==> src/rtl/countdown_pkg.sv <==
// Shared types and constants for the M:SS countdown timer.
// Latency: n/a (declarations only).
// Backpressure: n/a.
package countdown_pkg;

  typedef enum logic [1:0] {
    IDLE    = 2'd0,
    RUNNING = 2'd1,
    PAUSED  = 2'd2,
    EXPIRED = 2'd3
  } t_cd_state;

  // Remaining time in seconds, 0..599 (9:59).
  typedef logic [9:0] t_seconds;

  // One-second prescaler; wide enough for a 31.5 MHz clock.
  typedef logic [24:0] t_prescale;

  // Renderer draws nothing for this code.
  localparam logic [3:0] DIGIT_BLANK = 4'hF;
  localparam int         SEC_PER_MIN = 60;

endpackage

==> src/rtl/seconds_to_mmss.sv <==
// Binary seconds to M:SS digit converter.
// Latency: purely combinational.
// Backpressure: none.
// Ports:
//   seconds  - binary seconds, valid range 0..599
//   minutes  - minutes digit 0..9
//   tens     - tens-of-seconds digit 0..5
//   units    - units-of-seconds digit 0..9
// Values of 600 and above cannot be shown in one minutes digit, so all three
// digits fall back to blank instead of showing garbage.
module seconds_to_mmss
  import countdown_pkg::*;
(
  input  logic [9:0] seconds,
  output logic [3:0] minutes,
  output logic [3:0] tens,
  output logic [3:0] units
);

  logic [5:0] sec_in_min;

  always_comb begin
    minutes    = DIGIT_BLANK;
    tens       = DIGIT_BLANK;
    units      = DIGIT_BLANK;
    sec_in_min = '0;
    if (seconds < 10'(10 * SEC_PER_MIN)) begin
      sec_in_min = 6'(seconds % 10'(SEC_PER_MIN));
      minutes    = 4'(seconds / 10'(SEC_PER_MIN));
      tens       = 4'(sec_in_min / 6'd10);
      units      = 4'(sec_in_min % 6'd10);
    end
  end

endmodule

==> src/rtl/countdown_timer_ctrl.sv <==
// Game countdown timer: holds remaining seconds, decrements once per second
// while running, and drives registered M:SS digits to the digit renderer.
// Latency: digits/running/expired follow internal state by one clock; timeUp
// is a one-clock pulse the cycle after the state enters EXPIRED.
// Backpressure: none; load/start/pause/bonus are single-cycle pulses,
// priority load > start > pause.
// Ports:
//   clk, resetN            - clock, asynchronous active-low reset
//   load                   - reload INIT_SECONDS, return to IDLE
//   start                  - begin counting from IDLE or resume from PAUSED
//   pause                  - RUNNING -> PAUSED
//   bonus                  - add BONUS_SECONDS (clamped to MAX_SECONDS)
//   digit1/digit2/digit3   - minutes / tens-of-seconds / units-of-seconds
//   running, expired       - state decodes
//   timeUp                 - expiry pulse
// Build option COUNTDOWN_BLINK_EN: blink the digits during the last ten
// seconds and at 0:00 after expiry.
module countdown_timer_ctrl
  import countdown_pkg::*;
#(
  parameter int CLK_FREQ_HZ   = 31500000,
  parameter int INIT_SECONDS  = 90,
  parameter int BONUS_SECONDS = 5,
  parameter int MAX_SECONDS   = 599
) (
  input  logic       clk,
  input  logic       resetN,
  input  logic       load,
  input  logic       start,
  input  logic       pause,
  input  logic       bonus,
  output logic [3:0] digit1,
  output logic [3:0] digit2,
  output logic [3:0] digit3,
  output logic       running,
  output logic       expired,
  output logic       timeUp
);

  localparam t_prescale   PRE_LAST  = t_prescale'(CLK_FREQ_HZ - 1);
  localparam t_seconds    INIT_VAL  = t_seconds'(INIT_SECONDS);
  localparam t_seconds    MAX_VAL   = t_seconds'(MAX_SECONDS);
  localparam logic [10:0] MAX_WIDE  = 11'(MAX_SECONDS);
  localparam logic [10:0] BONUS_VAL = 11'(BONUS_SECONDS);
  localparam logic [3:0]  INIT_MIN  = 4'(INIT_SECONDS / SEC_PER_MIN);
  localparam logic [3:0]  INIT_TEN  = 4'((INIT_SECONDS % SEC_PER_MIN) / 10);
  localparam logic [3:0]  INIT_UNIT = 4'(INIT_SECONDS % 10);

  t_cd_state   state, state_n;
  t_seconds    seconds_reg, seconds_n;
  t_prescale   prescaler, prescaler_n;
  logic        tick;
  logic [10:0] bonus_sum, bonus_tick_sum;
  t_seconds    bonus_add, bonus_tick;
  logic [3:0]  conv_min, conv_ten, conv_unit;
  logic        blank;

  // Bonus arithmetic is done one bit wider so the clamp sees the overflow.
  always_comb begin
    tick           = (state == RUNNING) && (prescaler == PRE_LAST);
    bonus_sum      = {1'b0, seconds_reg} + BONUS_VAL;
    bonus_tick_sum = bonus_sum - 11'd1;
    bonus_add      = (bonus_sum > MAX_WIDE) ? MAX_VAL : bonus_sum[9:0];
    bonus_tick     = (bonus_tick_sum > MAX_WIDE) ? MAX_VAL : bonus_tick_sum[9:0];
  end

  always_comb begin
    state_n     = state;
    seconds_n   = seconds_reg;
    prescaler_n = prescaler;
    if (load) begin
      state_n     = IDLE;
      seconds_n   = INIT_VAL;
      prescaler_n = '0;
    end else begin
      case (state)
        IDLE: begin
          if (bonus) seconds_n = bonus_add;
          if (start) begin
            prescaler_n = '0;
            state_n     = (seconds_reg == '0) ? EXPIRED : RUNNING;
          end
        end
        RUNNING: begin
          prescaler_n = tick ? '0 : prescaler + t_prescale'(1);
          if (tick && bonus)  seconds_n = bonus_tick;
          else if (tick)      seconds_n = seconds_reg - t_seconds'(1);
          else if (bonus)     seconds_n = bonus_add;
          // A bonus landing on the tick keeps the count above zero.
          if (tick && !bonus && (seconds_reg == t_seconds'(1))) state_n = EXPIRED;
          else if (pause && !start)                                state_n = PAUSED;
        end
        PAUSED: begin
          if (bonus) seconds_n = bonus_add;
          if (start) state_n = RUNNING;
        end
        EXPIRED: begin
`ifdef COUNTDOWN_BLINK_EN
          // Free-running so the expired 0:00 keeps blinking.
          prescaler_n = (prescaler == PRE_LAST) ? '0 : prescaler + t_prescale'(1);
`else
          prescaler_n = prescaler;
`endif
        end
        default: state_n = IDLE;
      endcase
    end
  end

  always_ff @(posedge clk or negedge resetN) begin
    if (!resetN) begin
      state       <= IDLE;
      seconds_reg <= INIT_VAL;
      prescaler   <= '0;
    end else begin
      state       <= state_n;
      seconds_reg <= seconds_n;
      prescaler   <= prescaler_n;
    end
  end

  seconds_to_mmss u_conv (
    .seconds (seconds_reg),
    .minutes (conv_min),
    .tens    (conv_ten),
    .units   (conv_unit)
  );

`ifdef COUNTDOWN_BLINK_EN
  localparam t_prescale PRE_HALF = t_prescale'(CLK_FREQ_HZ / 2);
  // Second half of each second is dark in the last ten seconds and at expiry.
  assign blank = (prescaler >= PRE_HALF) &&
                 (((state == RUNNING) && (seconds_reg <= t_seconds'(10))) ||
                  (state == EXPIRED));
`else
  assign blank = 1'b0;
`endif

  always_ff @(posedge clk or negedge resetN) begin
    if (!resetN) begin
      digit1  <= INIT_MIN;
      digit2  <= INIT_TEN;
      digit3  <= INIT_UNIT;
      running <= 1'b0;
      expired <= 1'b0;
      timeUp  <= 1'b0;
    end else begin
      digit1  <= blank ? DIGIT_BLANK : conv_min;
      digit2  <= blank ? DIGIT_BLANK : conv_ten;
      digit3  <= blank ? DIGIT_BLANK : conv_unit;
      running <= (state == RUNNING);
      expired <= (state == EXPIRED);
      // expired still holds last cycle's decode, so this fires once on entry;
      // a simultaneous load cancels the pulse.
      timeUp  <= (state == EXPIRED) && !expired && !load;
    end
  end

endmodule

==> config.mk <==
export PLATFORM = sky130hd
export DESIGN_NAME = countdown_timer_ctrl
export DESIGN_NICKNAME = d
export VERILOG_FILES = /design/src/rtl/countdown_pkg.sv /design/src/rtl/seconds_to_mmss.sv /design/src/rtl/countdown_timer_ctrl.sv
export SDC_FILE = /design/constraint.sdc
export NUM_CORES = 1
export LEC_CHECK = 0
export CORE_AREA = 2 2 119 121
export CTS_BUF_LIST = sky130_fd_sc_hd__clkbuf_8
export CTS_CLUSTER_SIZE = 28
export DETAILED_ROUTE_END_ITERATION = 6
export DIE_AREA = 0 0 121 123
export SYNTH_ARGS = -nofsm -noshare
export SYNTH_HDL_FRONTEND = slang
export SYNTH_HIERARCHICAL = 1
export SYNTH_SLANG_ARGS = --single-unit
==> constraint.sdc <==
create_clock -name clk -period 4.3 [get_ports clk]
set_input_delay 1.075 -clock clk [delete_from_list [all_inputs] [get_ports clk]]
set_output_delay 1.075 -clock clk [all_outputs]
set_load 0.005 [all_outputs]
After elaboration in Yosys (flattened, before gate mapping). Cells that the tools add are included.

Output and inout port bits: 15. Word-level logic and storage cells: 68. Register bits: 52.

$lt $le $gt $ge: 3. Equality and inequality tests: 8. $add $sub $neg: 4. Mux-type cells: 21. Reduce and logical (&&, ||, !) cells: 19. Div/mod/pow operators: 4.

Operators with widths (number): 25-bit 2-to-1 mux (3); 10-bit 2-to-1 mux (6); 25-bit one-hot mux with 2 select lines (1); 25-bit by 1-bit adder with 25-bit output, second input constant (1); 25-bit equality test, second input constant (1); 11-bit by 10-bit greater-than comparator with 1-bit output, second input constant (2); 10-bit one-hot mux with 2 select lines (1); 2-bit 2-to-1 mux (6); 4-bit 2-to-1 mux (3); 10-bit by 3-bit adder with 11-bit output, second input constant (1); 11-bit by 1-bit subtractor with 11-bit output, second input constant (1); 10-bit by 6-bit divider with 10-bit output, second input constant (1); 10-bit by 1-bit equality test with 1-bit output, second input constant (1); 10-bit zero test (1); 10-bit < comparator, second input constant (1); 10-bit by 6-bit remainder unit with 10-bit output, second input constant (1); 10-bit by 1-bit subtractor with 10-bit output, second input constant (1); 1-bit logical AND (7); 6-bit by 4-bit divider with 6-bit output, second input constant (1); 6-bit by 4-bit remainder unit with 6-bit output, second input constant (1); 3-bit inequality test, second input constant (2); 2-bit one-hot mux with 3 select lines (1); 3-bit nonzero test (2); 2-bit equality test, second input constant (2); 8 further kinds (11).

Logic depth before layout (Yosys ltp).
Depth in word-level cells: 8. Depth in mapped cells: 21.

Cells and area by module. Netlist, hierarchy kept.

By module, submodules not included: countdown_timer_ctrl (area an instance 3575.9 sq um, cells an instance 419, instances 1); seconds_to_mmss (area an instance 1133.6 sq um, cells an instance 144, instances 1).

Least setup slack after synthesis. OpenSTA, ideal clock, no wires.

Path type: reg2reg. Start: register seconds_reg[6]. End: register digit3[3]. Cell stages (with the launch flop): 19. Path buffers: 1. Arrival: 4257 ps. Data required time: 4176 ps. Path slack: -81 ps. Path through: dfstp_2 > buf_4 > nand3_2 > mux2i_4 > a311o_1 > a21oi_1 > and3b_4 > or3_4 > nand2_2 > inv_2 > ha_1 > nand2b_1 > o221ai_1 > or3_1 > o21ai_0 > a21oi_1 > ha_1 > a32o_1 > a211o_1.

Cells in the longest elaborated chain, start to end: 3. Elaborated cells between the ends (all ways): 4.

RTL lines: start, declared (line countdown_timer_ctrl.sv:50) `t_seconds seconds_reg, seconds_n;`; start signal, assigned (line countdown_timer_ctrl.sv:117) `seconds_reg <= seconds_n;`; 10-bit by 6-bit remainder unit with 10-bit output (line seconds_to_mmss.sv:28) `sec_in_min = 6'(seconds % 10'(SEC_PER_MIN));`; 6-bit by 4-bit remainder unit with 6-bit output (line seconds_to_mmss.sv:31) `units = 4'(sec_in_min % 6'd10);`; 4-bit 2-to-1 mux (*) (line seconds_to_mmss.sv:27) `if (seconds < 10'(10 * SEC_PER_MIN)) begin`; named net conv_unit[3] (line countdown_timer_ctrl.sv:55) `logic [3:0] conv_min, conv_ten, conv_unit;`; end signal, assigned (line countdown_timer_ctrl.sv:150) `digit3 <= blank ? DIGIT_BLANK : conv_unit;`; end, declared (line countdown_timer_ctrl.sv:34) `output logic [3:0] digit3,`.

Mark *: on every way through the listed nets, which the timed path passes. The rest lies on a longest branch. A chain may end at the register's enable or synchronous reset.

Worst setup path after layout.
Start: register seconds_reg[9]. End: register digit3[3].

The elaborated chain is that of the path after synthesis.

==> metrics.csv <==
stage,metric,value,unit
outcome,outcome,"complete, but fails checks",
outcome,violations,setup timing,
worst_setup_path,required,4500,ps
worst_setup_path,cp.buffers_inverters,2,
die,core_area,13600,um^2
global_routing,grt_pass1_wl,21600,um
yosys,synth_area_leader_cell,dfrtp_1,
die,ios,21,
yosys,synth_cells,563,
detailed_routing,drtIter0Drc,532,
power,p_leak,2.43,nW
clocking,cts_tree,built,
clocking,insertion_delay,320,ps
clocking,numCtsBuffers,5,
finish,drive_gt1_share,26.1,%
timing,clock.fmax,230,MHz
worst_setup_path,crit_family,compound AO/OA/AOI/OAI gates,
yosys,synth_area,4710,um^2
detailed_routing,via_per_inst,5.77,
detailed_routing,vias,4732,
yosys,synthArstFlopShare,100,%
finish,finalInstanceArea,5900,um^2
worst_setup_path,cp-endpoint,digit3[3],
die,initial_utilization,34.6,%
clocking,clkSlewWorstSetupHoldPaths,110,ps
worst_setup_path,r2r-start,seconds_reg[9],
finish,fin_util,43.4,%
worst_setup_path,path_class,reg -> reg,
timing,fin_crit,4340,ps
timing,fin_ws,-42.3,ps
yosys,yosysUniqueCellTypes,98,
timing,setup_viol,1,
worst_setup_path,worstSetupStartpoint,seconds_reg[9],
yosys,synth_top_area_share,23.9,%
global_routing,gr-total-overflow,0,
detailed_routing,drtAntennaViolNets,0,
worst_setup_path,critPathLaunchType,flop,
worst_setup_path,crit_path_end_kind,flop,
placed_design,numPortBuffers,20,
die,fp.dieW,121,um
worst_setup_path,r2r_slack,-40,ps
detailed_routing,firstDrtPassIters,5,
placed_design,gp_congestion,0.887,
finish,largest_reg_flops,25,
yosys,synth_ff_type,dfrtp_1,
detailed_routing,routed_wl,12800,um
power,power_density,700,nW/um^2
timing,skew,15.6,ps
detailed_routing,wl_per_cell,15.6,um
yosys,synth_area_leaders,"dfrtp_1, o21ai_0, nor2_1, dfstp_2, ha_1",
yosys,syn_nets,582,
worst_setup_path,cpPeakStageDelay,440,ps
power,ir_drop,0.374,mV
timing,holdWs,431,ps
clocking,cts_buffer_depth,2,
yosys,synth_edf_count,0,
clocking,clockRootBuffer,clkbuf_8,
timing,fin_crit_sh,101,%
worst_setup_path,path_max_fanout,6,
yosys,ys_seq_elements,52,
worst_setup_path,r2r_cells,20,
yosys,yosys_warnings,6,
worst_setup_path,cp_num_cells,20,
finish,n_antenna_cell,0,
global_routing,grt_antenna_before_repair,0,
yosys,syn_avg_cell_area,8.37,um^2
timing,rsz0062_at_grt,yes,
clocking,htree_levels,2,
die,rows,43,
placed_design,post-place-ws,-174,ps
worst_setup_path,path_cells,buf_12 -> maj3_2 -> a22oi_4 -> nor3b_2 -> o311ai_4 -> buf_4 -> a21oi_4 -> a2111oi_4 -> nor2_2 -> nand2_2 -> ha_4 -> nand2b_4 -> o221a_4 -> nor3_2 -> o22a_1 -> mux2i_1 -> a21oi_1 -> ha_2 -> a32o_1 -> a211o_1,
run,maxCapViolCount,0,
timing,tightest_slew,914,ps
worst_setup_path,crit_path_top_delay_cell,dfrtp_2,
finish,nNetsFinal,658,
power,power,4.13,mW
global_routing,grt_usage,17.5,%
timing,finalHoldViolCount,0,
placed_design,dp_hpwl,8880,um
worst_setup_path,r2r_end,digit3[3],
global_routing,grt_pass1_vias,4536,
finish,syn2layout_area_growth,25.4,%
worst_setup_path,worstPathArrival,4540,ps
die,die_area,14900,um^2
global_routing,grt_max_degree,40,
yosys,ys_seq_area_share,27.8,%
clocking,cts_sinks,52,
worst_hold_path,hp-class,reg -> reg,
timing,maxSlewHeadroom,39.1,%
timing,slew_violations,0,
placed_design,placed_area,5460,um^2
detailed_routing,drc,0,
die,dieHeight,123,um
[synth_stat cells, types with 4 or more instances]
master	instances
nor2_1	52
dfrtp_1	45
o21ai_0	42
nand2_1	33
a21oi_1	27
clkbuf_1	26
nand3_1	21
xor2_1	18
inv_1	17
nand2b_1	15
xnor2_1	14
ha_1	13
and3_1	11
o31ai_1	10
a31oi_1	9
nand4_1	9
or3_1	8
dfstp_2	7
nor2b_1	7
nor3_1	7
o211ai_1	7
a21o_1	6
buf_2	6
nor3b_1	6
a211o_1	5
a211oi_1	5
and2_1	5
mux2i_1	5
nand3b_1	5
nor4_1	5
buf_6	4
o21a_1	4
o22a_1	4
o311ai_0	4
or2_2	4
[cell type report]
type / count / area, um^2
Timing Repair Buffer: 108 / 870
Inverter: 20 / 75.1
Sequential cell: 52 / 1320
Tap cell: 180 / 225
Clock buffer: 5 / 68.8
Multi-Input combinational cell: 452 / 3310
Clock inverter: 3 / 42.5
Fill cell: 1315 / 7710
[layout by cell type (no fill, tap or decap), types with 9 or more instances in the layout]
cell type,netlist,layout
o31ai_1,10,10
buf_4,2,85
inv_1,17,18
ha_1,13,11
o21ai_0,42,40
nand2b_1,15,14
a31oi_1,9,9
nand4_1,9,9
and3_1,11,11
xnor2_1,14,14
xor2_1,18,18
clkdlybuf4s50_1,0,19
nand2_1,33,32
nand3_1,21,21
nor2_1,52,52
a21oi_1,27,24
dfrtp_1,45,41
[worst register-to-register path, delay by kind of cell (launching register included)]
kind            cells  cell delay [ps]
simple gates        5              530
flops               1              440
compound gates      9             1960
mux                 1              240
fa+ha+maj           3              750
buf+inv             2              330
[timing repair]
item | in CTS | in global routing
setup buffers | 16 | 6
hold buffers | 0 | 0
resized for setup | 16 | 16
setup endpoints to repair | 1 | 3
pin swaps | 10 | 10
[cells by family after synthesis]
kind of cell    synth area share [%]
fa+ha+maj                       4.14
xor+xnor                        6.30
flops                           27.8
compound gates                  28.7
buf+inv                         5.66
simple gates                    24.6
mux                             2.74
[report_power, final]
group / switching [mW] / internal [mW] / leakage, nW
clock: 0.179 / 0.174 / 0.0599
combinational: 1.54 / 1.54 / 1.70
sequential: 0.0822 / 0.611 / 0.677
[metal layers]
metal / share of wire, % / vias to the layer above / GRT usage [%]
met4: 2.9 / 0 / 6.90
met5: 0 / - / 0
li1: - / 2263 / -
met1: 43 / 2259 / 22.6
met3: 5.5 / 33 / 1.71
met2: 48 / 177 / 30.3
[worst min-delay path by stage]
| stage | startpoint | endpoint | slack [ps] | cells after the start |
|---|---|---|---|---|
| final | expired | timeUp | 430 | 1 |
| after global routing | expired | timeUp | 440 | 1 |
| after global placement | expired | timeUp | 420 | 1 |
| after CTS | expired | timeUp | 440 | 1 |
| after floorplan | expired | timeUp | 430 | 1 |
| after detailed placement | expired | timeUp | 420 | 1 |
[per-stage QoR]
step | TNS, ps | std cells
floorplan | 0 | 563
global placement | -46.5 | 790
detailed placement | -174 | 790
CTS | 0 | 814
global route | -406 | 820
finish | -42.3 | 820
Note: power is estimated with default switching activity, not from simulation.
==> variant: new RTL, config.mk and constraints unchanged <==
Add a define of `COUNTDOWN_BLINK_EN`.
--- a/src/rtl/countdown_timer_ctrl.sv
+++ b/src/rtl/countdown_timer_ctrl.sv
@@ -17,2 +17,4 @@
 // seconds and at 0:00 after expiry.
+`define COUNTDOWN_BLINK_EN
+
 module countdown_timer_ctrl
Check against the original RTL: no difference found for any inputs over 4 cycles, from zero or initial values and one cycle with resetN low; that may be too few to reach the edited logic, so the function may still have changed.
==> variant against the unedited design <==
The run still ends with negative setup slack left. Highest routed layer unchanged. Setup slack lost 0.30 ns. Final area up 6.0%. Sequential cell count did not move. Total power fell by 6.5%. Wire length up 17%. Critical endpoint unchanged. Die area did not move. Area after synthesis is 7.4% higher.
==> variant: results (changes against the unedited design) <==
[metrics] leading cell types by count after synthesis: 59 x sky130_fd_sc_hd__nor2_1, 48 x sky130_fd_sc_hd__o21ai_0, 47 x sky130_fd_sc_hd__nand2_1
[metrics] share of the yosys chip area belonging to registers: 25.9% (-1.9 points)
[metrics] vias per cell: 5.96 (+3.2%)
[metrics] global-route wire length before repair: 24.5 mm (+14%)
[metrics] Remaining Overflow, GRT: 0 (unchanged)
[metrics] combinational-cell power consumption: 2.81 mW (-8.8%)
[metrics] Synth Area in XOR/XNOR: 5.00% (-1.3 points)
[metrics] All-Layer GR Usage: 19.9% (+2.3 points)
[metrics] HPWL after detailed placement: 10.5 mm (+18%)
[metrics] slowest cell on the critical path: sky130_fd_sc_hd__dfstp_2
[metrics] count of port buffers added during placement: 20 (unchanged)
[metrics] final worst slack: -0.340 ns (-0.297 ns)
[metrics] Post-Synth Adder-Cell Area: 4.11% (-0.039 points)
[metrics] transition at the pin with the smallest max-transition slack: 0.844 ns (-0.0695 ns)
[metrics] final weighted congestion in routability-driven placement: 0.910 (+2.6%)
[metrics] violated checks: negative setup slack
[metrics] pre-CTS worst setup slack: -0.189 ns (-0.0152 ns)
[metrics] largest net degree at the start of global routing: 38 (-5.0%)
[metrics] Compound-Gate Fraction of Synth Area: 29.2% (+0.46 points)
[metrics] fraction of synthesized area in multiplexers: 1.51% (-1.2 points)
[metrics] detailed-route wire length: 15.1 mm (+17%)
[metrics] outcome: finished, violations left
[metrics] setup violation total in the final timing report: 4 (+3)
[metrics] arrival time reported for the critical path endpoint: 4.86 ns (+0.32 ns)
[metrics] via count of the first global-routing pass: 4927 (+8.6%)
[metrics] P_leak: 2.49 nW (+2.2%)
[metrics] number of DRC markers after the initial detailed-route iteration: 488 (-8.3%)
[metrics] antenna violations before repair: 0 (unchanged)
[metrics] layout cells sized above 1: 27.0% (+0.94 points)
[metrics] crit-path max cell delay: 0.63 ns (+0.19 ns)
[metrics] largest clock skew in the final design: 0.0111 ns (-0.00453 ns)
[metrics] distinct cell type count after synthesis: 102 (+4.1%)
[metrics] share of total power in combinational logic: 72.7% (-2.0 points)
[metrics] sw frac: 44.4% (+0.72 points)
[metrics] Worst IR Drop VDD: 254 uV (-32%)
[metrics] syn nets: 642 (+10%)
[metrics] fill cell total of the finished layout: 1335 (+1.5%)
-- variant: path summary, 6_finish.rpt --
path                                       startpoint             endpoint  slack [ns]  depth (start not counted)
max in group asynchronous                      resetN  digit2[0]$_DFF_PN1_        2.65                          2
min                                 expired$_DFF_PN0_     timeUp$_DFF_PN0_        0.47                          1
max                        seconds_reg[6]$_DFFE_PN1P_  digit3[3]$_DFF_PN0_       -0.34                         20
min reg2reg                         expired$_DFF_PN0_     timeUp$_DFF_PN0_        0.47                          1
min in group asynchronous                      resetN  digit2[2]$_DFF_PN0_        0.84                          1
max reg2reg                seconds_reg[6]$_DFFE_PN1P_  digit3[3]$_DFF_PN0_       -0.34                         20
-- variant: layer usage --
| layer | vias to the layer above | GRT usage (%) | routed length, um |
|---|---|---|---|
| li1 | 2465 | - | - |
| met1 | 2577 | 27.1 | 6760 |
| met3 | 17 | 1.89 | 779 |
| met5 | - | 0 | 0 |
| met4 | 0 | 4.51 | 176 |
| met2 | 178 | 34.1 | 7350 |
-- variant: layout make-up --
cell class	count	area, um^2	area share, %
inverters	23	88.8	1.42
multi-input cells	509	3660	58.5
flip-flops and latches	52	1310	21.0
repair buffers	107	856	13.7
clock inverters	3	42.5	0.680
well taps	180	225	3.60
clock buffers	5	68.8	1.10
-- variant: repair_timing --
item / 4_1_cts / 5_1_grt
endpoints found under the setup margin: 3 / 4
pin swaps: 11 / 9
gates resized for setup: 6 / 14
buffers inserted: 11 / 7
-- variant: stage by stage --
stage | instances | setup TNS, ns | area (um^2)
2_1_floorplan | 622 | -0.0282 | 5190
3_3_place_gp | 853 | -0.0628 | 5910
3_5_place_dp | 853 | -0.301 | 5910
4_1_cts | 872 | -0.135 | 6120
5_1_grt | 879 | -1.61 | 6260
6_report | 879 | -0.748 | 6260
